[config.mk]
export PLATFORM = sky130hd
export DESIGN_NAME = cmd_issue_queue
export DESIGN_NICKNAME = d
export VERILOG_FILES = /design/src/rtl/gray_pkg.sv /design/src/rtl/sync_fifo.sv /design/src/rtl/cmd_issue_queue.sv
export SDC_FILE = /design/constraint.sdc
export NUM_CORES = 1
export LEC_CHECK = 0
export CORE_MARGIN = 2
export CORE_UTILIZATION = 40
export CTS_CLUSTER_SIZE = 30
export DETAILED_ROUTE_END_ITERATION = 12
export PLACE_DENSITY = 0.68
export SYNTH_ARGS = -nofsm -noshare
export SYNTH_HDL_FRONTEND = slang
export SYNTH_SLANG_ARGS = --single-unit
[constraint.sdc]
create_clock -name clk -period 6.02 [get_ports clk]
set_input_delay 1.806 -clock clk [delete_from_list [all_inputs] [get_ports clk]]
set_output_delay 1.806 -clock clk [all_outputs]
set_load 0.01 [all_outputs]
[src/rtl/gray_pkg.sv]
// Shared types for the command issue queue feeding the gray-coded control FSM.
package gray_pkg;

    localparam int RPT_W_DEF = 3;

    typedef logic [3:0] cmd_t;

    localparam cmd_t IDLE_CMD_DEF = 4'b0000;

    typedef struct packed {
        cmd_t                 cmd;
        logic [RPT_W_DEF-1:0] rpt;
    } entry_t;

    typedef enum logic {
        IDLE = 1'b0,
        HOLD = 1'b1
    } issue_state_t;

endpackage

[src/rtl/sync_fifo.sv]
// Single-clock FIFO with a level counter.
// The head is read combinationally so the issuer can load it on the pop edge.
module sync_fifo #(
    parameter int WIDTH = 7,
    parameter int DEPTH = 8
) (
    input  logic                         clk,
    input  logic                         rst_n,
    input  logic                         push,
    input  logic                         pop,
    input  logic                         flush,
    input  logic [WIDTH-1:0]             wdata,
    output logic [WIDTH-1:0]             rdata,
    output logic                         full,
    output logic                         empty,
    output logic [$clog2(DEPTH+1)-1:0]   level
);

    localparam int PTR_W = $clog2(DEPTH);
    localparam int LVL_W = $clog2(DEPTH+1);

    logic [WIDTH-1:0] mem [DEPTH];
    logic [PTR_W-1:0] wr_ptr_reg;
    logic [PTR_W-1:0] rd_ptr_reg;
    logic [LVL_W-1:0] level_reg;
    logic             do_push;
    logic             do_pop;

    assign full    = (level_reg == LVL_W'(DEPTH));
    assign empty   = (level_reg == '0);
    assign do_push = push && !full && !flush;
    assign do_pop  = pop && !empty && !flush;
    assign rdata   = mem[rd_ptr_reg];
    assign level   = level_reg;

    always_ff @(posedge clk) begin
        if (do_push) begin
            mem[wr_ptr_reg] <= wdata;
        end
    end

    // Pointers wrap naturally because DEPTH is a power of two.
    always_ff @(posedge clk or negedge rst_n) begin
        if (!rst_n) begin
            wr_ptr_reg <= '0;
            rd_ptr_reg <= '0;
            level_reg  <= '0;
        end else if (flush) begin
            wr_ptr_reg <= '0;
            rd_ptr_reg <= '0;
            level_reg  <= '0;
        end else begin
            if (do_push) begin
                wr_ptr_reg <= wr_ptr_reg + 1'b1;
            end
            if (do_pop) begin
                rd_ptr_reg <= rd_ptr_reg + 1'b1;
            end
            case ({do_push, do_pop})
                2'b10:   level_reg <= level_reg + 1'b1;
                2'b01:   level_reg <= level_reg - 1'b1;
                default: level_reg <= level_reg;
            endcase
        end
    end

endmodule

[src/rtl/cmd_issue_queue.sv]
// Buffers (cmd, repeat) entries and drives a registered cmd bus, holding each
// command for rpt+1 cycles and falling back to IDLE_CMD when nothing is queued.
module cmd_issue_queue
    import gray_pkg::*;
#(
    parameter int         DEPTH    = 8,
    parameter int         RPT_W    = RPT_W_DEF,
    parameter logic [3:0] IDLE_CMD = IDLE_CMD_DEF
) (
    input  logic                         clk,
    input  logic                         rst_n,
    input  logic                         in_valid,
    input  logic [3:0]                   in_cmd,
    input  logic [RPT_W-1:0]             in_rpt,
    output logic                         in_ready,
    input  logic                         flush,
    output logic [3:0]                   cmd,
    output logic                         cmd_active,
    output logic [$clog2(DEPTH+1)-1:0]   level
);

    localparam int ENTRY_W = 4 + RPT_W;

    logic               ready_en_reg;
    issue_state_t       state_reg, state_next;
    logic [RPT_W-1:0]   hcnt_reg, hcnt_next;
    cmd_t               cmd_reg, cmd_next;
    logic               active_reg, active_next;

    logic               fifo_full;
    logic               fifo_empty;
    logic [ENTRY_W-1:0] head;
    logic               push;
    logic               pop;

    // Low only while in reset and for the first edge after release.
    always_ff @(posedge clk or negedge rst_n) begin
        if (!rst_n) begin
            ready_en_reg <= 1'b0;
        end else begin
            ready_en_reg <= 1'b1;
        end
    end

    assign in_ready = !fifo_full && !flush && ready_en_reg;
    assign push     = in_valid && in_ready;
    assign pop      = !flush && !fifo_empty && ((state_reg == IDLE) || (hcnt_reg == '0));

    sync_fifo #(
        .WIDTH (ENTRY_W),
        .DEPTH (DEPTH)
    ) u_fifo (
        .clk   (clk),
        .rst_n (rst_n),
        .push  (push),
        .pop   (pop),
        .flush (flush),
        .wdata ({in_cmd, in_rpt}),
        .rdata (head),
        .full  (fifo_full),
        .empty (fifo_empty),
        .level (level)
    );

    always_comb begin
        state_next  = state_reg;
        hcnt_next   = hcnt_reg;
        cmd_next    = cmd_reg;
        active_next = active_reg;
        if (flush) begin
            state_next  = IDLE;
            hcnt_next   = '0;
            cmd_next    = IDLE_CMD;
            active_next = 1'b0;
        end else if (pop) begin
            state_next  = HOLD;
            hcnt_next   = head[RPT_W-1:0];
            cmd_next    = head[ENTRY_W-1 -: 4];
            active_next = 1'b1;
        end else if ((state_reg == HOLD) && (hcnt_reg != '0)) begin
            hcnt_next = hcnt_reg - 1'b1;
        end else begin
            // Last hold cycle with nothing queued, or idle with an empty FIFO.
            state_next  = IDLE;
            cmd_next    = IDLE_CMD;
            active_next = 1'b0;
        end
    end

    always_ff @(posedge clk or negedge rst_n) begin
        if (!rst_n) begin
            state_reg  <= IDLE;
            hcnt_reg   <= '0;
            cmd_reg    <= IDLE_CMD;
            active_reg <= 1'b0;
        end else begin
            state_reg  <= state_next;
            hcnt_reg   <= hcnt_next;
            cmd_reg    <= cmd_next;
            active_reg <= active_next;
        end
    end

    assign cmd        = cmd_reg;
    assign cmd_active = active_reg;

endmodule

==> impl_results.md, run 1 <==
- Critical path peak fanout: 16
- Global route overflow: 0
- Count of final setup violators: 0
- Fraction of synthesis flops using an asynchronous set or reset pin: 25.3%
- Highest-utilization routing layer at the global route stage: met2
- Final nets: 240
- Detailed-route via count: ~1700
- Number of buffers created by CTS: 9
- Grt met3 use: 4.35%
- Vias per cell: 5.16
- Setup Total Neg Slack: 0 ns
- Flop and latch count out of synthesis: 75
- Clock sink total: 75
- Setup slack of the most critical reg-to-reg path: between 3 and 4 ns
- Kind of critical path: primary input to output port
- DRC viols: 0
- Top library cells by usage in the layout, fill and taps aside: sky130_fd_sc_hd__edfxtp_1, sky130_fd_sc_hd__clkdlybuf4s50_1, sky130_fd_sc_hd__dfrtp_1, sky130_fd_sc_hd__nand2_1, sky130_fd_sc_hd__mux4_2
- Global routing usage on met2: 23.7%
- Wire length of the first global-routing pass: 8.96 mm
- Die outline height: 93.4 µm
- Global router's overall resource usage: 14.3%
- Highest-delay cell along the critical path: sky130_fd_sc_hd__clkdlybuf4s50_1
- Fraction of final layout cells with drive strength greater than 1: a little over a fifth
- Clock tree from TritonCTS: yes
- DR iter-0 viols: 123
- Endpoint of the worst register-to-register path: u_fifo.level[3]
- Top Ports: 21
- Total number of cells along the worst setup path: 6
- R2R cell count: 9
- Yosys warning count: 0
- Most common cell after layout, fill and taps aside: sky130_fd_sc_hd__edfxtp_1
- Port-buffer cells: 20
- Critical path endpoint: in_ready
- Starting density of the core: between 40% and 50%
- Result of the run: finished clean
- Mapped Nets: 210
- Pre-CTS setup slack: 0.993 ns
- Least setup slack across all paths after layout: 0.992 ns
- Design Power: between 0.001 and 0.0015 W
- CTS-repair resized insts: 0
- Total standard cell area after synthesis: 0.00319 mm²
- Met1 capacity usage during global routing: 17.6%
- Most frequently used flop master after synthesis: sky130_fd_sc_hd__edfxtp_1
- Crit path capture type: output port
- Mean Syn Cell Area: 16.6 µm²
- GP Congestion: 0.774
- Area of the core region: 0.00773 mm²
- Max-Slew Margin vs Limit: 35.2%
- Length of the first detailed-routing pass in iterations: 4
- Buffers plus inverters on the worst setup path: 4
- Clock-pin slew of the registers on the worst-case setup and hold paths: around 0.08 ns
- Final worst hold slack: 0.499 ns
- Cell variety after synth: 44
- Antenna violations before repair: 0
- Slew at the pin with the worst max-slew slack: slightly below 1 ns
- Hold violation count in the final report: 0
- Clock Skews: approximately 0.0093 ns
- VDD IR max: approximately 0.15 mV
- Post-detailed-routing wire length: approximately 5.5 mm
- Count of max-cap constraint violations: 0
- N_diodes: 0
- Critical path startpoint category: primary input
- Horiz. Die Dim: 93.4 µm
- Via count of the first global-routing pass: 1717
- Power density of the placed cells: just under 400 mW/mm²
- Die Outline Area: 0.00872 mm²
- Final count of pins violating max slew: 0
- Max stage delay on crit path: about 0.55 ns
- WP data required: about 4.2 ns
- Number of instances in the synthesized netlist: between 150 and 200
- Pin count of the biggest net entering global routing: 20
- Setup Buffers After CTS: 0
- Worst min path class: register to register
- Launch instance of the worst register-to-register path: u_fifo.level[3]
- Maximum operating frequency: approximately 0.2 GHz
- Critical path cell sequence: clkdlybuf4s50_1 -> buf_4 -> inv_1 -> nand2_1 -> a21oi_1 -> clkdlybuf4s50_1
- CP delay by family, top: buffers and inverters
- Leakage power total: 1.29 nW
- Number of cell rows: 32
- Antenna violation net count after detailed routing: 0
- Final worst-path cycle share: 83.5%
- DP Wirelength: about 3.7 mm
- Cell with the most instances on the worst path: sky130_fd_sc_hd__clkdlybuf4s50_1
- Post-detailed-route wirelength per cell: 16.7 µm
- Root Buffer Master: sky130_fd_sc_hd__clkbuf_8
- Clock latency on the worst-skew pair: 0.35 ns
- Hold Buf Count CTS: 0
- Level count of the clock H-tree: 3
- Endpoint arrival time on the critical path: 3.22 ns
- Number of flip-flops in the largest register: 56
- Number of synthesized flops with an enable pin: 56
- Area Overhead vs Synth: 16.3%
- CTS max path bufs: 2
- Worst setup startpoint: flush
- Unrepaired setup endpoints after global routing: false
- Fillers: 667
- Time the final worst path needs with I/O delays and setup: 5.03 ns
- Post-synthesis sequential area ratio: 67.5%
[logic make-up (layout without fill, tap and decap cells)]
kind of cell	count (synthesis)	in the layout	share of synthesized area, %
XOR/XNOR	7	7	2.15
other	1	1	0.117
buffers and inverters	13	48	2.04
AND/OR/NAND/NOR	41	41	7.05
flip-flops	75	75	67.5
adder cells (fa/ha/maj)	7	7	2.98
multiplexers	23	23	12.7
AO/OA/AOI/OAI	25	25	5.41
[through the flow]
step / util [%] / area [µm²] / instances
final: 48.1 / 3710 / 329
after CTS: 48.1 / 3710 / 329
after global routing: 48.1 / 3710 / 329
after floorplan: - / 3190 / 192
after global placement: 45.7 / 3530 / 313
after detailed placement: 45.7 / 3530 / 313
[worst register-to-register path: stages, from the launching register on]
cell,delay (ns)
sky130_fd_sc_hd__dfrtp_1,0.50
sky130_fd_sc_hd__nor4_4,0.43
sky130_fd_sc_hd__a211o_1,0.40
sky130_fd_sc_hd__nor2_2,0.12
sky130_fd_sc_hd__ha_1,0.30
sky130_fd_sc_hd__a21o_2,0.18
sky130_fd_sc_hd__a21oi_1,0.20
sky130_fd_sc_hd__nor3b_1,0.28
sky130_fd_sc_hd__o22a_1,0.18
sky130_fd_sc_hd__o21ai_1,0.05
[routing by layer]
layer	wire (µm)	part of all wire (%)	vias up
met4	109	2.0	0
li1	-	-	798
met5	0	0	-
met2	2770	50	29
met3	198	3.6	11
met1	2420	44	859
[area by class of cell]
type	instances	area, µm²	share of cell area [%]
Sequential cell	75	2160	58.1
Multi-Input combinational cell	104	972	26.2
Timing Repair Buffer	28	260	7.01
Tap cell	102	128	3.44
Clock buffer	9	124	3.33
Clock inverter	7	58.8	1.58
Inverter	4	15.0	0.404
[synth_stat cells (2+ instances only)]
master	count	area (µm²)
sky130_fd_sc_hd__a211o_1	2	17.5
sky130_fd_sc_hd__xor2_1	3	26.3
sky130_fd_sc_hd__mux2i_1	8	80.1
sky130_fd_sc_hd__inv_1	4	15.0
sky130_fd_sc_hd__dfrtp_1	19	475
sky130_fd_sc_hd__o21ai_1	5	25.0
sky130_fd_sc_hd__nand2_1	14	52.6
sky130_fd_sc_hd__nor3_1	2	10.0
sky130_fd_sc_hd__clkbuf_1	2	7.51
sky130_fd_sc_hd__nor3_2	2	20.0
sky130_fd_sc_hd__nor2_1	10	37.5
sky130_fd_sc_hd__nor4b_1	2	17.5
sky130_fd_sc_hd__buf_2	3	15.0
sky130_fd_sc_hd__mux4_2	14	315
sky130_fd_sc_hd__a22o_1	2	17.5
sky130_fd_sc_hd__edfxtp_1	56	1680
sky130_fd_sc_hd__nor2_2	2	12.5
sky130_fd_sc_hd__ha_1	6	75.1
sky130_fd_sc_hd__a21oi_1	5	25.0
sky130_fd_sc_hd__o21ai_0	2	10.0
sky130_fd_sc_hd__xnor2_1	3	26.3
sky130_fd_sc_hd__nor3b_1	4	30.0
[worst min path at each step]
stage	startpoint	endpoint	cells past startpoint	slack, ns
after floorplan	cmd[0]	cmd[0]	2	0.52
after global placement	cmd[2]	cmd[2]	2	0.47
after detailed placement	cmd[0]	cmd[0]	2	0.49
after CTS	cmd[0]	cmd[0]	2	0.51
after global routing	cmd[0]	cmd[0]	2	0.53
final	cmd[0]	cmd[0]	2	0.50
[report_power, final]
part	switching (W)	internal, W	total (W)
clock	0.000201	0.000157	0.000357
combinational	0.000170	0.000218	0.000388
sequential	0.0000856	0.000597	0.000682
No activity file was read; power rests on OpenSTA's default activity.
==> inputs of run 2 (changes only) <==
- PLACE_DENSITY: 0.68 -> 0.7
- clock period: 6.02 -> 4.2 ns (I/O delays scaled with it)
==> impl_results.md, run 2 (synthesis results as in run 1) <==
- Clock Skews: 0.00755 ns
- Highest-delay cell along the critical path: sky130_fd_sc_hd__clkdlybuf4s50_1
- Cell with the most instances on the worst path: sky130_fd_sc_hd__clkdlybuf4s50_1
- Horiz. Die Dim: 93.4 µm
- Vias per cell: 5.21
- Post-layout utilization of the core: 48.4%
- Worst min path class: register to register
- Maximum operating frequency: between 0.2 and 0.3 GHz
- Time the final worst path needs with I/O delays and setup: 3.79 ns
- Global route overflow: 0
- Port-buffer cells: 20
- Top Ports: 21
- Max stage delay on crit path: about 0.55 ns
- Power density of the placed cells: ~550 mW/mm²
- Crit path capture type: output port
- CTS max path bufs: 2
- Clock-pin slew of the registers on the worst-case setup and hold paths: 0.08 ns
- Hold violation count in the final report: 0
- DRC viols: 0
- Endpoint arrival time on the critical path: 2.53 ns
- Hold Buf Count CTS: 0
- Antenna violation net count after detailed routing: 0
- Fraction of final layout cells with drive strength greater than 1: 22.6%
- DR iter-0 viols: roughly 180
- Area of the core region: between 0.007 and 0.008 mm²
- Length of the first detailed-routing pass in iterations: 4
- Post-detailed-routing wire length: ~5.8 mm
- Final worst hold slack: 0.497 ns
- Grt met3 use: 3.87%
- Level count of the clock H-tree: 3
- CTS-repair resized insts: 0
- Placed Cells: 316
- WP data required: approximately 3 ns
- Number of cell rows: 32
- Post-route non-filler standard cell count: about 330
- Post-detailed-route wirelength per cell: about 18 µm
- Result of the run: finished clean
- Unrepaired setup endpoints after global routing: false
- Global routing usage on met2: 24.4%
- Kind of critical path: primary input to output port
- VDD IR max: approximately 0.28 mV
- GP Congestion: approximately 0.77
- Final count of pins violating max slew: 0
- Design Power: around 0.0020 W
- Pin count of the biggest net entering global routing: 20
- Critical path peak fanout: 3
- Setup Buffers After CTS: 0
- Critical path cell sequence: clkdlybuf4s50_1 -> inv_1 -> nand2_1 -> a21oi_1 -> clkdlybuf4s50_1
- Most common cell after layout, fill and taps aside: sky130_fd_sc_hd__edfxtp_1
- Detailed-route via count: 1729
- Slew at the pin with the worst max-slew slack: ~0.99 ns
- Global router's overall resource usage: 15.2%
- Count of final setup violators: 0
- Wire length of the first global-routing pass: 9.48 mm
- Count of max-cap constraint violations: 0
- Number of buffers created by CTS: 9
- Met1 capacity usage during global routing: 19.9%
- Max-Slew Margin vs Limit: 33.7%
- Area Overhead vs Synth: 17.2%
- Clock tree from TritonCTS: yes
- Number of flip-flops in the largest register: 56
- Via count of the first global-routing pass: 1746
- DP Wirelength: 3.81 mm
- Leakage power total: 1.30 nW
- Top library cells by usage in the layout, fill and taps aside: sky130_fd_sc_hd__edfxtp_1, sky130_fd_sc_hd__clkdlybuf4s50_1, sky130_fd_sc_hd__dfrtp_1, sky130_fd_sc_hd__nand2_1, sky130_fd_sc_hd__mux4_2
- Antenna violations before repair: 0
- Setup Total Neg Slack: 0 ns
- Die Outline Area: 0.00872 mm²
- Final worst-path cycle share: between 90% and 100%
- Critical path startpoint category: primary input
- Clock latency on the worst-skew pair: 0.35 ns
- Starting density of the core: ~41%
- Root Buffer Master: sky130_fd_sc_hd__clkbuf_8
- N_diodes: 0
- Highest-utilization routing layer at the global route stage: met2
- Die outline height: 93.4 µm
- Clock sink total: 75
- Final nets: roughly 240
run 2: where the power goes:
group          internal, W  switching [W]
combinational     0.000318       0.000237
sequential        0.000855       0.000130
clock             0.000223       0.000283
total              0.00140       0.000650
run 2: critical path, delay by kind of cell:
| family | cells | cell delay [ns] |
|---|---|---|
| and+or+nand+nor | 1 | 0.05 |
| buffers and inverters | 3 | 1.10 |
| AOI/OAI and AO/OA | 1 | 0.12 |
run 2: routing by layer:
layer	up-vias	part of all wire, %	wire length, µm
met5	-	0	0
li1	803	-	-
met2	33	53	3060
met3	10	4.1	241
met1	883	42	2430
met4	0	1.5	88
run 2: path summary, 6_finish.rpt:
check,startpoint,to,slack [ns],depth (start not counted)
worst max register to register,hcnt_reg[0],u_fifo.level[3],1.63,11
worst min-delay path,cmd[1],cmd[1],0.50,2
worst max-delay path,flush,in_ready,0.41,5
worst min register to register,cmd[1],cmd[1],0.50,2
min in group asynchronous,rst_n,u_fifo.level[1],1.42,1
max in group asynchronous,rst_n,cmd[3],2.22,1
run 2: metrics by stage:
step | setup slack (ns) | instance area, µm²
6_report | 0.411 | 3740
5_1_grt | 0.346 | 3740
4_1_cts | 0.386 | 3740
3_5_place_dp | 0.404 | 3560
3_3_place_gp | 0.411 | 3560
2_1_floorplan | 1.09 | 3190
run 2: layout make-up:
type	instances	area (µm²)
Inverter	4	15.0
Fill cell	651	3990
Clock inverter	7	57.6
Tap cell	102	128
Sequential cell	75	2160
Timing Repair Buffer	31	283
Multi-Input combinational cell	104	978
Clock buffer	9	124
